===== src/rtl/if_fetch_stage_if.sv =====
// Instruction-memory request/ready bus between the fetch stage (master) and memory (slave).
interface if_fetch_stage_if #(
  parameter int DATA_W = 16
) ();
  logic              imem_req;
  logic [DATA_W-1:0] imem_addr;
  logic              imem_ready;
  logic [DATA_W-1:0] imem_rdata;

  modport master (output imem_req, output imem_addr, input imem_ready, input imem_rdata);
  modport slave  (input imem_req, input imem_addr, output imem_ready, output imem_rdata);
endinterface


===== src/rtl/if_fetch_stage.sv =====
// Instruction-fetch stage: owns the PC, drives the imem handshake, holds one instruction for IF/ID.
// Optional perf counters (fetch_count/stall_count) are built when IF_PERF_CNT_EN is defined.
module if_fetch_stage #(
  parameter int                DATA_W   = 16,
  parameter logic [DATA_W-1:0] RESET_PC = '0
) (
  input  logic              clock,
  input  logic              reset,
  input  logic              IFID_write,
  input  logic              branch_taken,
  input  logic [DATA_W-1:0] branch_target,
  if_fetch_stage_if.master  imem,
  output logic [DATA_W-1:0] PC,
  output logic [DATA_W-1:0] PC_Plus1,
  output logic [DATA_W-1:0] Inst,
  output logic              valid
`ifdef IF_PERF_CNT_EN
  ,
  output logic [15:0]       fetch_count,
  output logic [15:0]       stall_count
`endif
);

  typedef enum logic {BOOT, FETCH} state_e;

  state_e            state_q, state_d;
  logic [DATA_W-1:0] pc_q, pc_d;
  logic [DATA_W-1:0] buf_pc_q, buf_pc_d;
  logic [DATA_W-1:0] buf_pp1_q, buf_pp1_d;
  logic [DATA_W-1:0] buf_inst_q, buf_inst_d;
  logic              valid_q, valid_d;
  logic              accept, can_load, req, load;

  assign accept   = valid_q & ~IFID_write;
  assign can_load = ~valid_q | ~IFID_write;
  assign load     = req & imem.imem_ready;

  always_comb begin
    state_d    = FETCH;
    req        = 1'b0;
    pc_d       = pc_q;
    valid_d    = valid_q;
    buf_pc_d   = buf_pc_q;
    buf_pp1_d  = buf_pp1_q;
    buf_inst_d = buf_inst_q;
    if (state_q == FETCH) req = can_load & ~branch_taken;
    // Redirect flushes the buffer even under stall; req is already low so no load can race it.
    if (branch_taken) begin
      pc_d = branch_target;
      if (state_q == FETCH) valid_d = 1'b0;
    end else if (load) begin
      pc_d       = pc_q + 1'b1;
      buf_pc_d   = pc_q;
      buf_pp1_d  = pc_q + 1'b1;
      buf_inst_d = imem.imem_rdata;
      valid_d    = 1'b1;
    end else if (accept) begin
      valid_d = 1'b0;
    end
  end

  always_ff @(posedge clock) begin
    if (reset) begin
      state_q    <= BOOT;
      pc_q       <= RESET_PC;
      buf_pc_q   <= '0;
      buf_pp1_q  <= '0;
      buf_inst_q <= '0;
      valid_q    <= 1'b0;
    end else begin
      state_q    <= state_d;
      pc_q       <= pc_d;
      buf_pc_q   <= buf_pc_d;
      buf_pp1_q  <= buf_pp1_d;
      buf_inst_q <= buf_inst_d;
      valid_q    <= valid_d;
    end
  end

  assign imem.imem_req  = req;
  assign imem.imem_addr = pc_q;
  assign PC             = buf_pc_q;
  assign PC_Plus1       = buf_pp1_q;
  assign Inst           = buf_inst_q;
  assign valid          = valid_q;

`ifdef IF_PERF_CNT_EN
  logic [15:0] fetch_cnt_q, fetch_cnt_d;
  logic [15:0] stall_cnt_q, stall_cnt_d;

  always_comb begin
    fetch_cnt_d = fetch_cnt_q;
    stall_cnt_d = stall_cnt_q;
    if (load && fetch_cnt_q != 16'hFFFF) fetch_cnt_d = fetch_cnt_q + 16'd1;
    if (state_q == FETCH && valid_q && IFID_write && stall_cnt_q != 16'hFFFF)
      stall_cnt_d = stall_cnt_q + 16'd1;
  end

  always_ff @(posedge clock) begin
    if (reset) begin
      fetch_cnt_q <= '0;
      stall_cnt_q <= '0;
    end else begin
      fetch_cnt_q <= fetch_cnt_d;
      stall_cnt_q <= stall_cnt_d;
    end
  end

  assign fetch_count = fetch_cnt_q;
  assign stall_count = stall_cnt_q;
`endif

endmodule


===== src/flat_wrapper.sv =====
// flat-port wrapper written by rule: the top's interface ports become plain ports
module if_fetch_stage_flat 
#(
  parameter int                DATA_W   = 16,
  parameter logic [DATA_W-1:0] RESET_PC = '0
)
  (clock, reset, IFID_write, branch_taken, branch_target, PC, PC_Plus1, Inst, valid, imem_imem_req, imem_imem_addr, imem_imem_ready, imem_imem_rdata);
  if_fetch_stage_if #(.DATA_W(DATA_W)) imem_i ();
  input  logic clock;
  input  logic reset;
  input  logic IFID_write;
  input  logic branch_taken;
  input  logic [DATA_W-1:0] branch_target;
  output logic [DATA_W-1:0] PC;
  output logic [DATA_W-1:0] PC_Plus1;
  output logic [DATA_W-1:0] Inst;
  output logic valid;
  output wire logic [$bits(imem_i.imem_req)-1:0] imem_imem_req;
  output wire logic [$bits(imem_i.imem_addr)-1:0] imem_imem_addr;
  input wire logic [$bits(imem_i.imem_ready)-1:0] imem_imem_ready;
  input wire logic [$bits(imem_i.imem_rdata)-1:0] imem_imem_rdata;
  assign imem_imem_req = imem_i.imem_req;
  assign imem_imem_addr = imem_i.imem_addr;
  assign imem_i.imem_ready = imem_imem_ready;
  assign imem_i.imem_rdata = imem_imem_rdata;
  if_fetch_stage #(.DATA_W(DATA_W), .RESET_PC(RESET_PC)) u_core (.clock(clock), .reset(reset), .IFID_write(IFID_write), .branch_taken(branch_taken), .branch_target(branch_target), .imem(imem_i), .PC(PC), .PC_Plus1(PC_Plus1), .Inst(Inst), .valid(valid));
endmodule

===== config.mk =====
export PLATFORM = sky130hd
export DESIGN_NAME = if_fetch_stage_flat
export DESIGN_NICKNAME = d
export VERILOG_FILES = /design/src/rtl/if_fetch_stage_if.sv /design/src/rtl/if_fetch_stage.sv /design/src/flat_wrapper.sv
export SDC_FILE = /design/constraint.sdc
export NUM_CORES = 1
export LEC_CHECK = 0
export ABC_AREA = 1
export CAP_MARGIN = 25
export CORE_MARGIN = 1.5
export CORE_UTILIZATION = 40
export CTS_CLUSTER_SIZE = 8
export DETAILED_ROUTE_END_ITERATION = 10
export PLACE_DENSITY = 0.74
export SLEW_MARGIN = 20
export SYNTH_ARGS = -nofsm -noshare
export SYNTH_HDL_FRONTEND = slang
export SYNTH_SLANG_ARGS = --single-unit

===== constraint.sdc =====
create_clock -name clock -period 1.6 [get_ports clock]
set_clock_uncertainty 0.1 [all_clocks]
set_input_delay 0.24 -clock clock [delete_from_list [all_inputs] [get_ports clock]]
set_output_delay 0.24 -clock clock [all_outputs]
set_load 0.02 [all_outputs]

==> flow_metrics.env, run 1 <==
export IMPL_hold_path_class="in2reg"
export IMPL_area_growth_pct=48.33
export IMPL_h_tree_depth=3
export IMPL_netlist_area_sq_um=2729
export IMPL_synth_fa_ha_area_frac=0.004585
export IMPL_startpoint_type="flop"
export IMPL_hold_ws_ps=177.1
export IMPL_num_rows=29
export IMPL_nFillCells=616
export IMPL_end_kind="output port"
export IMPL_grt_max_degree=36
export IMPL_fin_nets=520
export IMPL_ioPinCount=103
export IMPL_post_cts_resized=67
export IMPL_tightest_slew_ps=511.0
export IMPL_dr_pass1_iters=10
export IMPL_routedWlPerCell_um=13.63
export IMPL_cts_tree="built"
export IMPL_slew_violations=0
export IMPL_hold_violations=0
export IMPL_crit_required_ps=1260
export IMPL_slowest_delay_ps=470
export IMPL_ys_types=25
export IMPL_multiInputGateArea_sq_um=1181
export IMPL_antenna_found_initial=0
export IMPL_track_usage=0.2120
export IMPL_status="finished, violations left"
export IMPL_crit_family="flip-flops"
export IMPL_dp_slack_ps=-319.6
export IMPL_layout_commonest_cell="nand2_1"
export IMPL_yosys_warnings=0
export IMPL_min_period_ps=1525
export IMPL_drtAntennaViolNets=0
export IMPL_core_area_sq_um=6459
export IMPL_fin_ws_ps=75.25
export IMPL_total_power_mw=3.728
export IMPL_antenna_cells=0
export IMPL_finalCritPeriodShare=0.9530
export IMPL_cp_slowest_cell="dfxtp_1"
export IMPL_synthXorXnorAreaFrac=0.003210
export IMPL_fin_setup_tns_ps=0
export IMPL_dieHeight_um=85.60
export IMPL_async_flop_share=0
export IMPL_switching_share=0.2550
export IMPL_p_leak_nw=1.881
export IMPL_register_area_sq_um=1324
export IMPL_path_buf_inv=1
export IMPL_cap_violations=0
export IMPL_dpl_cell_area_sq_um=3887
export IMPL_power_net_switching_mw=0.9506
export IMPL_fmax_mhz=655.8
export IMPL_clk_latency_ps=340
export IMPL_vias=2802
export IMPL_synth_edf_count=0
export IMPL_cts_setup_buffers=0
export IMPL_powerDensity_nw_per_um2=921.1
export IMPL_die_area_sq_um=7327
export IMPL_synth_simple_area_share=0.2325
export IMPL_utilization=0.6267
export IMPL_syn_area_per_cell_sq_um=7.296
export IMPL_cell_internal_pwr_mw=2.778
export IMPL_setup_viol=0
export IMPL_finalInstanceArea_sq_um=4048
export IMPL_cp_cell_sequence="dlygate4sd2_1"
export IMPL_numClockSinks=66
export IMPL_final_cells=563
export IMPL_crit_path_max_fanout=5
export IMPL_dp_cells=548
export IMPL_pwr_share_comb=0.139
export IMPL_root_buffer="clkbuf_8"
export IMPL_ir_drop_v=0.0004865
export IMPL_portBuffers=102
export IMPL_ys_seq_elements=66
export IMPL_drc=6
export IMPL_max_slew_margin_rel=0.6590
export IMPL_grt_pass1_vias=2614
export IMPL_synthCells=374
export IMPL_synth_main_ff_cell="dfxtp_1"
export IMPL_synth_seq_area_share=0.4842
export IMPL_hold_buffers=0
export IMPL_hpwl_um=5355
export IMPL_cts_inserted_buffers=9
export IMPL_synth_top_family_by_area="simple AND/OR/NAND/NOR gates"
export IMPL_routed_wl_um=7674
export IMPL_setup_worst_path_class="reg2out"
export IMPL_layout_drive_gt1_share=0.09259
export IMPL_initial_core_util=0.4225
export IMPL_synth_compound_area_share=0.1797
export IMPL_grt_overflow=0
export IMPL_dr_first_iter_drc_count=125
export IMPL_viasPerCell=4.977
export IMPL_grt_pass1_wl_um=12210
export IMPL_syn_num_nets=412
export IMPL_muxShareOfSynthArea=0
export IMPL_cts_buffer_depth=2
export IMPL_cts_clk_slew_worst_paths_ps=70
export IMPL_p_seq_frac=0.472
export IMPL_die_w_um=85.60
export IMPL_cp_arrival_ps=1180
export IMPL_p_clk_frac=0.389
export IMPL_reg2reg_slack_ps=90
export IMPL_routabilityCongestion=0.8048
export IMPL_layout_common_cells="nand2_1 (109), dlygate4sd2_1 (65), dfxtp_1 (64), a21oi_1 (63), inv_1 (35)"
export IMPL_violations="DRC"
[kinds of logic (layout without fill, tap and decap cells)]
logic type | Yosys count | after routing
and+or+nand+nor | 151 | 151
AOI/OAI and AO/OA | 97 | 97
buffers and inverters | 58 | 170
adders and majority gates | 1 | 1
xor gates and xnor gates | 1 | 1
DFF | 66 | 66
[per-layer routing]
metal,track usage,routed length [um],up-vias
met4,0.1070,136,0
met2,0.3393,3582,109
li1,-,-,1424
met3,0.05197,614,11
met1,0.2662,3341,1258
met5,0,0,-
[cell usage after synthesis (2+ instances only)]
master	number	area [sq um]
inv_1	36	135.1
buf_6	3	33.78
nor2_2	2	12.51
dfxtp_1	66	1321
a21oi_1	63	315.3
buf_2	6	30.03
clkbuf_1	7	26.28
nand3_1	20	100.1
o21ai_1	14	70.07
buf_4	3	22.52
nand2_1	110	412.9
nand4_1	3	18.77
a31oi_1	2	12.51
nand3b_1	2	15.01
o21ai_0	17	85.08
nor2_1	11	41.29
[worst min-delay path, delay by kind of cell]
family | cells | cell delay (ps)
AO/OA/AOI/OAI | 1 | 50
buffers and inverters | 2 | 270
[power groups by stage]
| stage | logic (mW) | registers (mW) | clock network, mW |
|---|---|---|---|
| floorplan | 0.189 | 1.87 | 0 |
| global placement | 0.550 | 1.79 | 0 |
| detailed placement | 0.556 | 1.80 | 0 |
| CTS | 0.515 | 1.76 | 1.48 |
| global route | 0.559 | 1.77 | 1.56 |
| finish | 0.517 | 1.76 | 1.45 |
[state kept, by name, summed over array words and instances (netlist names)]
| register | count |
|---|---|
| u_core.Inst | 16 |
| u_core.PC | 16 |
| u_core.PC_Plus1 | 16 |
| u_core.imem.imem_addr | 16 |
| u_core.state_q | 1 |
| u_core.valid | 1 |
[final timing paths]
path	startpoint	end	depth (start not counted)
setup / recovery	u_core.imem.imem_addr[3]$_SDFFE_PP0P_	imem_imem_addr[3]	1
hold / removal	reset	u_core.Inst[14]$_SDFFE_PP0P_	3
setup reg to reg	u_core.imem.imem_addr[0]$_SDFFE_PP0P_	u_core.imem.imem_addr[10]$_SDFFE_PP0P_	8
hold reg to reg	u_core.PC_Plus1[10]$_SDFFE_PP0P_	u_core.PC_Plus1[10]$_SDFFE_PP0P_	2
[final cells by class]
type / instances / area share
Timing Repair Buffer: 117 / 0.2705
Tap cell: 77 / 0.02380
Clock buffer: 13 / 0.04173
Sequential cell: 66 / 0.3270
Multi-Input combinational cell: 250 / 0.2918
Inverter: 38 / 0.03648
Clock inverter: 2 / 0.008655
No activity file was read; power rests on OpenSTA's default activity.
==> run 2, diff against run 1 <==
--- a/config.mk
+++ b/config.mk
@@ -8,10 +8,11 @@
 export ABC_AREA = 1
 export CAP_MARGIN = 25
 export CORE_MARGIN = 1.5
-export CORE_UTILIZATION = 40
+export CORE_UTILIZATION = 35
 export CTS_CLUSTER_SIZE = 8
 export DETAILED_ROUTE_END_ITERATION = 10
-export PLACE_DENSITY = 0.74
+export PLACE_DENSITY = 0.66
+export REMOVE_ABC_BUFFERS = 1
 export SLEW_MARGIN = 20
 export SYNTH_ARGS = -nofsm -noshare
 export SYNTH_HDL_FRONTEND = slang
==> flow_metrics.env, run 2 (synthesized netlist as in run 1, its figures left out) <==
export IMPL_status="completed"
export IMPL_drtAntennaViolNets=0
export IMPL_crit_required_ps=1770
export IMPL_cts_inserted_buffers=9
export IMPL_slew_violations=0
export IMPL_finalCritPeriodShare=0.9454
export IMPL_finalInstanceArea_sq_um=4046
export IMPL_vias=2738
export IMPL_hold_violations=0
export IMPL_cp_depth=10
export IMPL_crit_path_max_fanout=25
export IMPL_cts_setup_buffers=0
export IMPL_grt_pass1_wl_um=12160
export IMPL_layout_drive_gt1_share=0.09465
export IMPL_multiInputGateArea_sq_um=1161
export IMPL_pwr_share_comb=0.146
export IMPL_tightest_slew_ps=540.7
export IMPL_path_buf_inv=6
export IMPL_cap_violations=0
export IMPL_portBuffers=102
export IMPL_cp_cell_sequence="clkdlybuf4s50_1 > inv_4 > buf_4 > nand4_4 > inv_2 > buf_12 > nand3_1 > o211ai_1 > nand2_1 > inv_1"
export IMPL_power_net_switching_mw=0.9317
export IMPL_numClockSinks=66
export IMPL_h_tree_depth=3
export IMPL_initial_core_util=0.3568
export IMPL_drc=0
export IMPL_powerDensity_nw_per_um2=877.0
export IMPL_reg2reg_slack_ps=120
export IMPL_antenna_cells=0
export IMPL_end_kind="flop"
export IMPL_dr_first_iter_drc_count=48
export IMPL_slowest_delay_ps=460
export IMPL_rsz0062_at_grt="false"
export IMPL_nFillCells=806
export IMPL_grt_pass1_vias=2648
export IMPL_min_path_cells=2
export IMPL_utilization=0.5291
export IMPL_dpl_cell_area_sq_um=3939
export IMPL_cp_slowest_cell="clkdlybuf4s50_1"
export IMPL_hpwl_um=5216
export IMPL_p_leak_nw=1.863
export IMPL_dp_cells=574
export IMPL_setup_worst_path_class="in2reg"
export IMPL_layout_commonest_cell="nand2_1"
export IMPL_die_area_sq_um=8336
export IMPL_viasPerCell=4.656
export IMPL_switching_share=0.2626
export IMPL_final_cells=588
export IMPL_rr_worst_depth=9
export IMPL_fin_ws_ps=87.28
export IMPL_root_buffer="clkbuf_8"
export IMPL_grt_overflow=0
export IMPL_ir_drop_v=0.0003975
export IMPL_fmax_mhz=661.1
export IMPL_layout_common_cells="nand2_1 (110), dlygate4sd2_1 (65), dfxtp_1 (65), a21oi_1 (63)"
export IMPL_die_w_um=91.30
export IMPL_dieHeight_um=91.30
export IMPL_grt_max_degree=50
export IMPL_ioPinCount=103
export IMPL_p_seq_frac=0.496
export IMPL_clk_latency_ps=330
export IMPL_routedWlPerCell_um=12.56
export IMPL_track_usage=0.1828
export IMPL_crit_family="buffers and inverters"
export IMPL_cts_clk_slew_worst_paths_ps=70
export IMPL_register_area_sq_um=1323
export IMPL_cell_internal_pwr_mw=2.617
export IMPL_fin_nets=521
export IMPL_min_period_ps=1513
export IMPL_cts_buffer_depth=2
export IMPL_area_growth_pct=48.28
export IMPL_hold_path_class="in2reg"
export IMPL_max_slew_margin_rel=0.6391
export IMPL_startpoint_type="primary input"
export IMPL_dr_pass1_iters=4
export IMPL_setup_viol=0
export IMPL_dp_slack_ps=-235.9
export IMPL_num_rows=32
export IMPL_cts_tree="built"
export IMPL_antenna_found_initial=0
export IMPL_routed_wl_um=7388
export IMPL_cp_arrival_ps=1680
export IMPL_p_clk_frac=0.358
export IMPL_routabilityCongestion=0.8264
export IMPL_core_area_sq_um=7647
[run 2: worst register-to-register path: cells and delay by family, from the launching register on]
kind            cells  cell delay, ps
compound gates      1             110
buf+inv             4             490
flops               1             320
simple gates        4             390
[run 2: final cells by class]
cell class	count	area share
inverters	38	0.03587
flip-flops and latches	66	0.3268
clock buffers	12	0.04082
multi-input cells	250	0.2870
repair buffers	118	0.2749
clock inverters	2	0.003092
well taps	102	0.03154
[run 2: worst paths after layout]
check | to | start
min | u_core.state_q$_DFF_P_ | reset
max | u_core.imem.imem_addr[3]$_SDFFE_PP0P_ | branch_taken
min reg2reg | u_core.Inst[4]$_SDFFE_PP0P_ | u_core.Inst[4]$_SDFFE_PP0P_
max reg2reg | u_core.imem.imem_addr[3]$_SDFFE_PP0P_ | u_core.valid$_SDFFE_PP0P_
[run 2: power by group through the flow]
| stage | combinational, mW | sequential (mW) | clock (mW) |
|---|---|---|---|
| 5_1_grt | 0.568 | 1.77 | 1.39 |
| 3_5_place_dp | 0.565 | 1.80 | 0 |
| 4_1_cts | 0.522 | 1.76 | 1.31 |
| 6_report | 0.518 | 1.76 | 1.27 |
| 3_3_place_gp | 0.560 | 1.80 | 0 |
| 2_1_floorplan | 0.150 | 1.87 | 0 |
[run 2: timing repair]
| action | in CTS | in global routing |
|---|---|---|
| cloned | 0 | 0 |
| resized for setup | 66 | 10 |
| hold buffers | 0 | 0 |
| endpoints found under the setup margin | 66 | 15 |
[run 2: through the flow]
step / total power [mW] / hold slack [ps] / setup TNS, ps
6_report: 3.549 / 296.4 / 0
5_1_grt: 3.725 / 336.0 / 0
4_1_cts: 3.595 / 303.3 / 0
3_5_place_dp: 2.362 / 353.4 / -10910
3_3_place_gp: 2.356 / 349.4 / -9382
2_1_floorplan: 2.021 / 209.1 / -18790
[run 2: metal layers]
layer | track usage | share of wire
met5 | 0 | 0
met4 | 0.07813 | 0.014
met3 | 0.03769 | 0.056
met2 | 0.3053 | 0.46
met1 | 0.2269 | 0.47
==> RTL edit 1: new RTL, settings of run 1 <==
`DATA_W` is set to 16 in 3 places; all go to 20.
--- a/src/rtl/if_fetch_stage_if.sv
+++ b/src/rtl/if_fetch_stage_if.sv
@@ -1,6 +1,6 @@
 // Instruction-memory request/ready bus between the fetch stage (master) and memory (slave).
 interface if_fetch_stage_if #(
-  parameter int DATA_W = 16
+  parameter int DATA_W = 20
 ) ();
   logic              imem_req;
   logic [DATA_W-1:0] imem_addr;
--- a/src/rtl/if_fetch_stage.sv
+++ b/src/rtl/if_fetch_stage.sv
@@ -1,7 +1,7 @@
 // Instruction-fetch stage: owns the PC, drives the imem handshake, holds one instruction for IF/ID.
 // Optional perf counters (fetch_count/stall_count) are built when IF_PERF_CNT_EN is defined.
 module if_fetch_stage #(
-  parameter int                DATA_W   = 16,
+  parameter int                DATA_W   = 20,
   parameter logic [DATA_W-1:0] RESET_PC = '0
 ) (
   input  logic              clock,
--- a/src/flat_wrapper.sv
+++ b/src/flat_wrapper.sv
@@ -1,7 +1,7 @@
 // flat-port wrapper written by rule: the top's interface ports become plain ports
 module if_fetch_stage_flat 
 #(
-  parameter int                DATA_W   = 16,
+  parameter int                DATA_W   = 20,
   parameter logic [DATA_W-1:0] RESET_PC = '0
 )
   (clock, reset, IFID_write, branch_taken, branch_target, PC, PC_Plus1, Inst, valid, imem_imem_req, imem_imem_addr, imem_imem_ready, imem_imem_rdata);
Ports: changed (6 resized); port bits go from 103 to 127. The function was not compared with the original's and may differ.
==> RTL edit 1 against run 1 <==
  * Via count grew 27%
  * Count of clock-buffer cells in the layout is 1 lower
  * Routed wire length increased by 29%
  * Sequential cell count rose by 16
  * Worst setup slack better by 0.011 ns
  * Power grew 20%
  * Non-clock buffer count is 40 higher
  * Synthesized area up 25%
  * Sequential power grew 24%
  * Clock power increased by 14%
  * Highest routed layer unchanged
  * Final area rose by 27%
==> RTL edit 1: results (changes against run 1) <==
Slew at the pin closest to its max-slew limit: 0.4889 ns (-0.02205 ns). Tracing the worst setup path back leads to its startpoint at branch_taken. The relative contribution of sequential cells to total power is 48.6% (+1.4 points), and the power density of the placed cells is 870.3 mW/mm² (-5.5%). The flow ran to the end, and the final reports show no timing, DRC or antenna violations. The final layout net count was 658 (+27%).

Largest incremental delay on the critical path: 0.50 ns (+0.03 ns). The critical path endpoint is u_core.imem.imem_addr[14]. Overall fraction of global-route tracks in use: 22.30% (+1.1 points). The run gives 35.22% (+1.3 points) as the met2 demand-to-capacity share in global routing. The global-route track usage on met3 was 4.705% (-0.49 points). The end of the worst register-to-register path was u_core.PC_Plus1[18]. The tools report the number of standard cells in the final layout excluding fillers as 722 (+28%). The run gives 0.8325 (+3.4%) as the weighted congestion at the end of routability-driven global placement. The tools report the synthesized netlist net count as 514 (+25%). The capture endpoint of the worst hold path was u_core.state_q. The cell-internal power is 3338 µW (+20%), and the number of different library cells in the post-synthesis netlist is 26 (+4.0%).

The leakage power is 0.002338 µW (+24%). The share of cells above drive strength 1 is 12.48% (+3.2 points). The instance count of the mapped netlist came out at 468 (+25%). Among all stages on the critical path, the largest delay is contributed by sky130_fd_sc_hd__clkdlybuf4s50_1.

For the met1 track demand over resource, the log shows 29.60% (+3.0 points). Wire length of the first global-routing pass: 15.64 mm (+28%). Maximum number of pins on one net before global-route repair: 46 (+28%). Sorting the synthesized cells by how often they occur yields sky130_fd_sc_hd__nand2_1, sky130_fd_sc_hd__dfxtp_1, sky130_fd_sc_hd__a21oi_1. For the initial detailed-routing violation count, the log shows 116 (-7.2%). The number of input and output port buffers inserted is 126 (+24%).

The run gives 4 (-6) as the length of the first detailed-routing pass in iterations. Sorting the synthesized cells by area gives the leading types as sky130_fd_sc_hd__dfxtp_1, sky130_fd_sc_hd__nand2_1, sky130_fd_sc_hd__a21oi_1. The final HPWL from detailed placement was 7.168 mm (+34%). The critical path arrival was 1.69 ns (+0.51 ns). The logs give 0.004917 mm² (+26%) for the instance area after placement and 48.22% (-0.20 points) for the share of synthesized area occupied by flip-flops and latches. The run gives 453.0 µV (-6.9%) as the worst vdd rail ir drop.
## RTL edit 1: kinds of logic after synthesis
| kind of cell | synth area share (%) |
|---|---|
| compound gates | 17.53 |
| xor+xnor | 0.7719 |
| fa+ha+maj | 0.3675 |
| buf+inv | 8.526 |
| flops | 48.22 |
| simple gates | 24.59 |
## RTL edit 1: layout make-up
| class | count | area (µm²) |
|---|---|---|
| Fill cell | 762 | 3067 |
| Timing Repair Buffer | 157 | 1465 |
| Sequential cell | 82 | 1649 |
| Inverter | 42 | 170.2 |
| Tap cell | 105 | 131.4 |
| Multi-Input combinational cell | 320 | 1514 |
| Clock buffer | 12 | 145.1 |
| Clock inverter | 4 | 75.07 |
## RTL edit 1: through the flow
step | hold slack (ns) | util (%) | setup WS (ns)
2_1_floorplan | 0.2827 | - | 0.1099
3_3_place_gp | 0.3523 | 59.84 | -0.2363
3_5_place_dp | 0.3523 | 59.84 | -0.3268
4_1_cts | 0.1496 | 61.29 | 0.01936
5_1_grt | 0.1624 | 62.68 | -0.06739
6_report | 0.1662 | 62.68 | 0.08620
## RTL edit 1: repair_timing
action	4_1_cts	5_1_grt
gates cloned	0	1
hold endpoints to repair	0	0
hold buffers	0	0
setup buffers	0	3
setup endpoints to repair	82	60
pin swaps	0	3
resized for setup	83	25
## RTL edit 1: routing by layer
metal  vias up  share of wire (%)
met3        20                6.4
met2       125                 48
met5         -                  0
met4         0                2.1
met1      1632                 44
li1       1790                  -
## RTL edit 1: worst max-delay path, delay by kind of cell
| family | cells | cell delay (ns) |
|---|---|---|
| buffers and inverters | 4 | 0.80 |
| AOI/OAI and AO/OA | 2 | 0.32 |
| and+or+nand+nor | 2 | 0.32 |
==> RTL edit 2: new RTL, settings of run 1 <==
Without the edit above. Register the input `branch_target` before use, with the module's reset. The logic sees it one clock later. The other inputs are not delayed to match.
--- a/src/rtl/if_fetch_stage.sv
+++ b/src/rtl/if_fetch_stage.sv
@@ -23,6 +23,16 @@
 
   typedef enum logic {BOOT, FETCH} state_e;
 
+  logic [DATA_W-1:0] branch_target_q;
+
+  always_ff @(posedge clock) begin
+    if (reset) begin
+      branch_target_q <= '0;
+    end else begin
+      branch_target_q <= branch_target;
+    end
+  end
+
   state_e            state_q, state_d;
   logic [DATA_W-1:0] pc_q, pc_d;
   logic [DATA_W-1:0] buf_pc_q, buf_pc_d;
@@ -46,7 +56,7 @@
     if (state_q == FETCH) req = can_load & ~branch_taken;
     // Redirect flushes the buffer even under stall; req is already low so no load can race it.
     if (branch_taken) begin
-      pc_d = branch_target;
+      pc_d = branch_target_q;
       if (state_q == FETCH) valid_d = 1'b0;
     end else if (load) begin
       pc_d       = pc_q + 1'b1;
Check against the original RTL: not equivalent (Yosys sat finds a counterexample within 4 cycles, from zero or initial values and one cycle with reset high).
==> RTL edit 2 against run 1 <==
  * Maximum frequency is 0.95% lower
  * Sequential cell count is 16 higher
  * Combinational power is 3% lower
  * Power is 9.9% higher
  * Final area is 14% higher
  * Synthesized area is 17% higher
  * Routed wire length is 10% higher
  * Register-to-register slack better by 0.04 ns
  * Worst setup slack worse by 0.015 ns
  * Largest cell class unchanged
  * Highest routed layer unchanged
==> RTL edit 2: results (changes against run 1) <==
The run finished with clean final reports. In the synthesized netlist, the cells that appear most often are sky130_fd_sc_hd__nand2_1, sky130_fd_sc_hd__dfxtp_1, sky130_fd_sc_hd__a21oi_1. The worst hold path belongs to the class in2reg. The logs give 2861 (+9.4%) for the number of global-route vias before repair and 2 (unchanged) for the maximum clock insertion buffer count.

The share of cells above drive strength 1 came out at 11.03% (+1.8 points). The pre-CTS worst setup slack is -0.3300 ns (-0.01040 ns), and the number of setup buffers added after CTS is 0 (unchanged). The final cycle utilization of the critical path was 96.21% (+0.91 points); the share of synthesized area occupied by flip-flops and latches was 51.37% (+3.0 points). The most used flip-flop cell after synthesis is sky130_fd_sc_hd__dfxtp_1.

The final wirelength was 8.447 mm (+10%); the normalized max-slew margin was 67.58% (+1.7 points). Weighted congestion at the end of routability-driven global placement: 0.8591 (+6.7%). The met1 layer wirelength in the final routing is 3.882 mm (+16%). Number of different library cells in the post-synthesis netlist: 24 (-4.0%). For the routed wire length on met2, the log shows 3.840 mm (+7.2%).

The share of flip-flops with an asynchronous set or reset after synthesis is 0% (unchanged), and the maximum fanout along the worst path is 2 (-3). Ranked by total cell area, the synthesized netlist is headed by sky130_fd_sc_hd__dfxtp_1, sky130_fd_sc_hd__nand2_1, sky130_fd_sc_hd__a21oi_1. The via density per instance is 4.722 (-5.1%), and the final HPWL from detailed placement is 6.076 mm (+13%).

For the worst vdd rail ir drop, the log shows 444.1 µV (-8.7%). The overall fraction of global-route tracks in use was 20.08% (-1.1 points). The tools report the final number of hold-violating endpoints as 0 (unchanged). For the synthesized netlist net count, the log shows 469 (+14%).

The initial detailed-routing violation count was 152 (+22%); the final layout net count was 586 (+13%). In this run the top signal layer used is met4. The clock transition at the register clock pins on the worst setup and hold paths after CTS works out to 0.08 ns. The warning count from the yosys run is 0 (unchanged). The tools report the H-tree depth as 3 (unchanged). The tools report the filler cell count as 721 (+17%).

The initial antenna violation count is 0 (unchanged), and the antenna cell count is 0 (unchanged). The leakage power is 0.002164 µW (+15%). The logs give 13.54 mm (+11%) for the wire length of the first global-routing pass and 9 (unchanged) for the number of buffers created by CTS. The later pin in the worst-skew pair is clocked with a latency of 0.35 ns.

The root cell of the clock tree was sky130_fd_sc_hd__clkbuf_8. The number of input and output port buffers inserted is 102 (unchanged), and the maximum number of pins on one net before global-route repair is 43 (+19%). The met3 wire length was 573 µm (-6.7%). Length of the first detailed-routing pass in iterations: 6 (-4). The run gives 1.20 ns (+0.02 ns) as the critical path arrival.
RTL edit 2: worst max-delay path, stage by stage:
cell and delay, ns:
sky130_fd_sc_hd__clkdlybuf4s50_1 0.49, sky130_fd_sc_hd__nand2_2 0.09, sky130_fd_sc_hd__nand3_4 0.08, sky130_fd_sc_hd__inv_1 0.05, sky130_fd_sc_hd__clkdlybuf4s15_2 0.25
RTL edit 2: layer usage:
layer / GRT usage [%] / vias to the layer above
met5: 0 / -
met4: 9.872 / 0
met3: 3.859 / 12
met2: 31.86 / 111
met1: 26.02 / 1382
li1: - / 1588
RTL edit 2: power breakdown:
group	switching [µW]	internal (µW)	total, µW
clock	717	717	1430
sequential	48.2	2120	2160
combinational	269	231	500
RTL edit 2: final cells by class:
| cell class | instances | share of cell area [%] |
|---|---|---|
| flip-flops and latches | 82 | 35.80 |
| multi-input cells | 275 | 27.32 |
| repair buffers | 128 | 25.77 |
| inverters | 52 | 4.291 |
| clock buffers | 11 | 2.852 |
| well taps | 102 | 2.770 |
| clock inverters | 5 | 1.195 |
RTL edit 2: logic make-up after synthesis:
| kind of cell | count (synthesis) | synth area share [%] |
|---|---|---|
| buffers and inverters | 74 | 9.749 |
| and+or+nand+nor | 182 | 23.81 |
| DFF | 82 | 51.37 |
| adders and majority gates | 1 | 0.3915 |
| xor gates and xnor gates | 1 | 0.2741 |
| AOI/OAI and AO/OA | 91 | 14.41 |
RTL edit 2: worst paths after layout:
kind | from | endpoint | slack [ns] | cells past startpoint
setup / recovery | IFID_write | imem_imem_req | 0.06 | 5
setup reg to reg | u_core.imem.imem_addr[0] | u_core.PC_Plus1[10] | 0.13 | 8
hold reg to reg | u_core.PC[4] | u_core.PC[4] | 0.36 | 2
hold / removal | reset | u_core.state_q | 0.24 | 2
RTL edit 2: metrics by stage:
stage / utilization [%] / setup TNS, ns / cell area, µm² / cells
after floorplan: - / 0 / 3196 / 431
final: 59.62 / 0 / 4607 / 655
after global placement: 57.85 / -13.57 / 4471 / 639
after global routing: 59.62 / 0 / 4607 / 655
after detailed placement: 57.85 / -14.53 / 4471 / 639
after CTS: 59.23 / 0 / 4577 / 655
RTL edit 2: repair_timing:
| action | 4_1_cts | 5_1_grt |
|---|---|---|
| pin swaps | 0 | 1 |
| resized for setup | 68 | 15 |
| setup endpoints to repair | 66 | 24 |
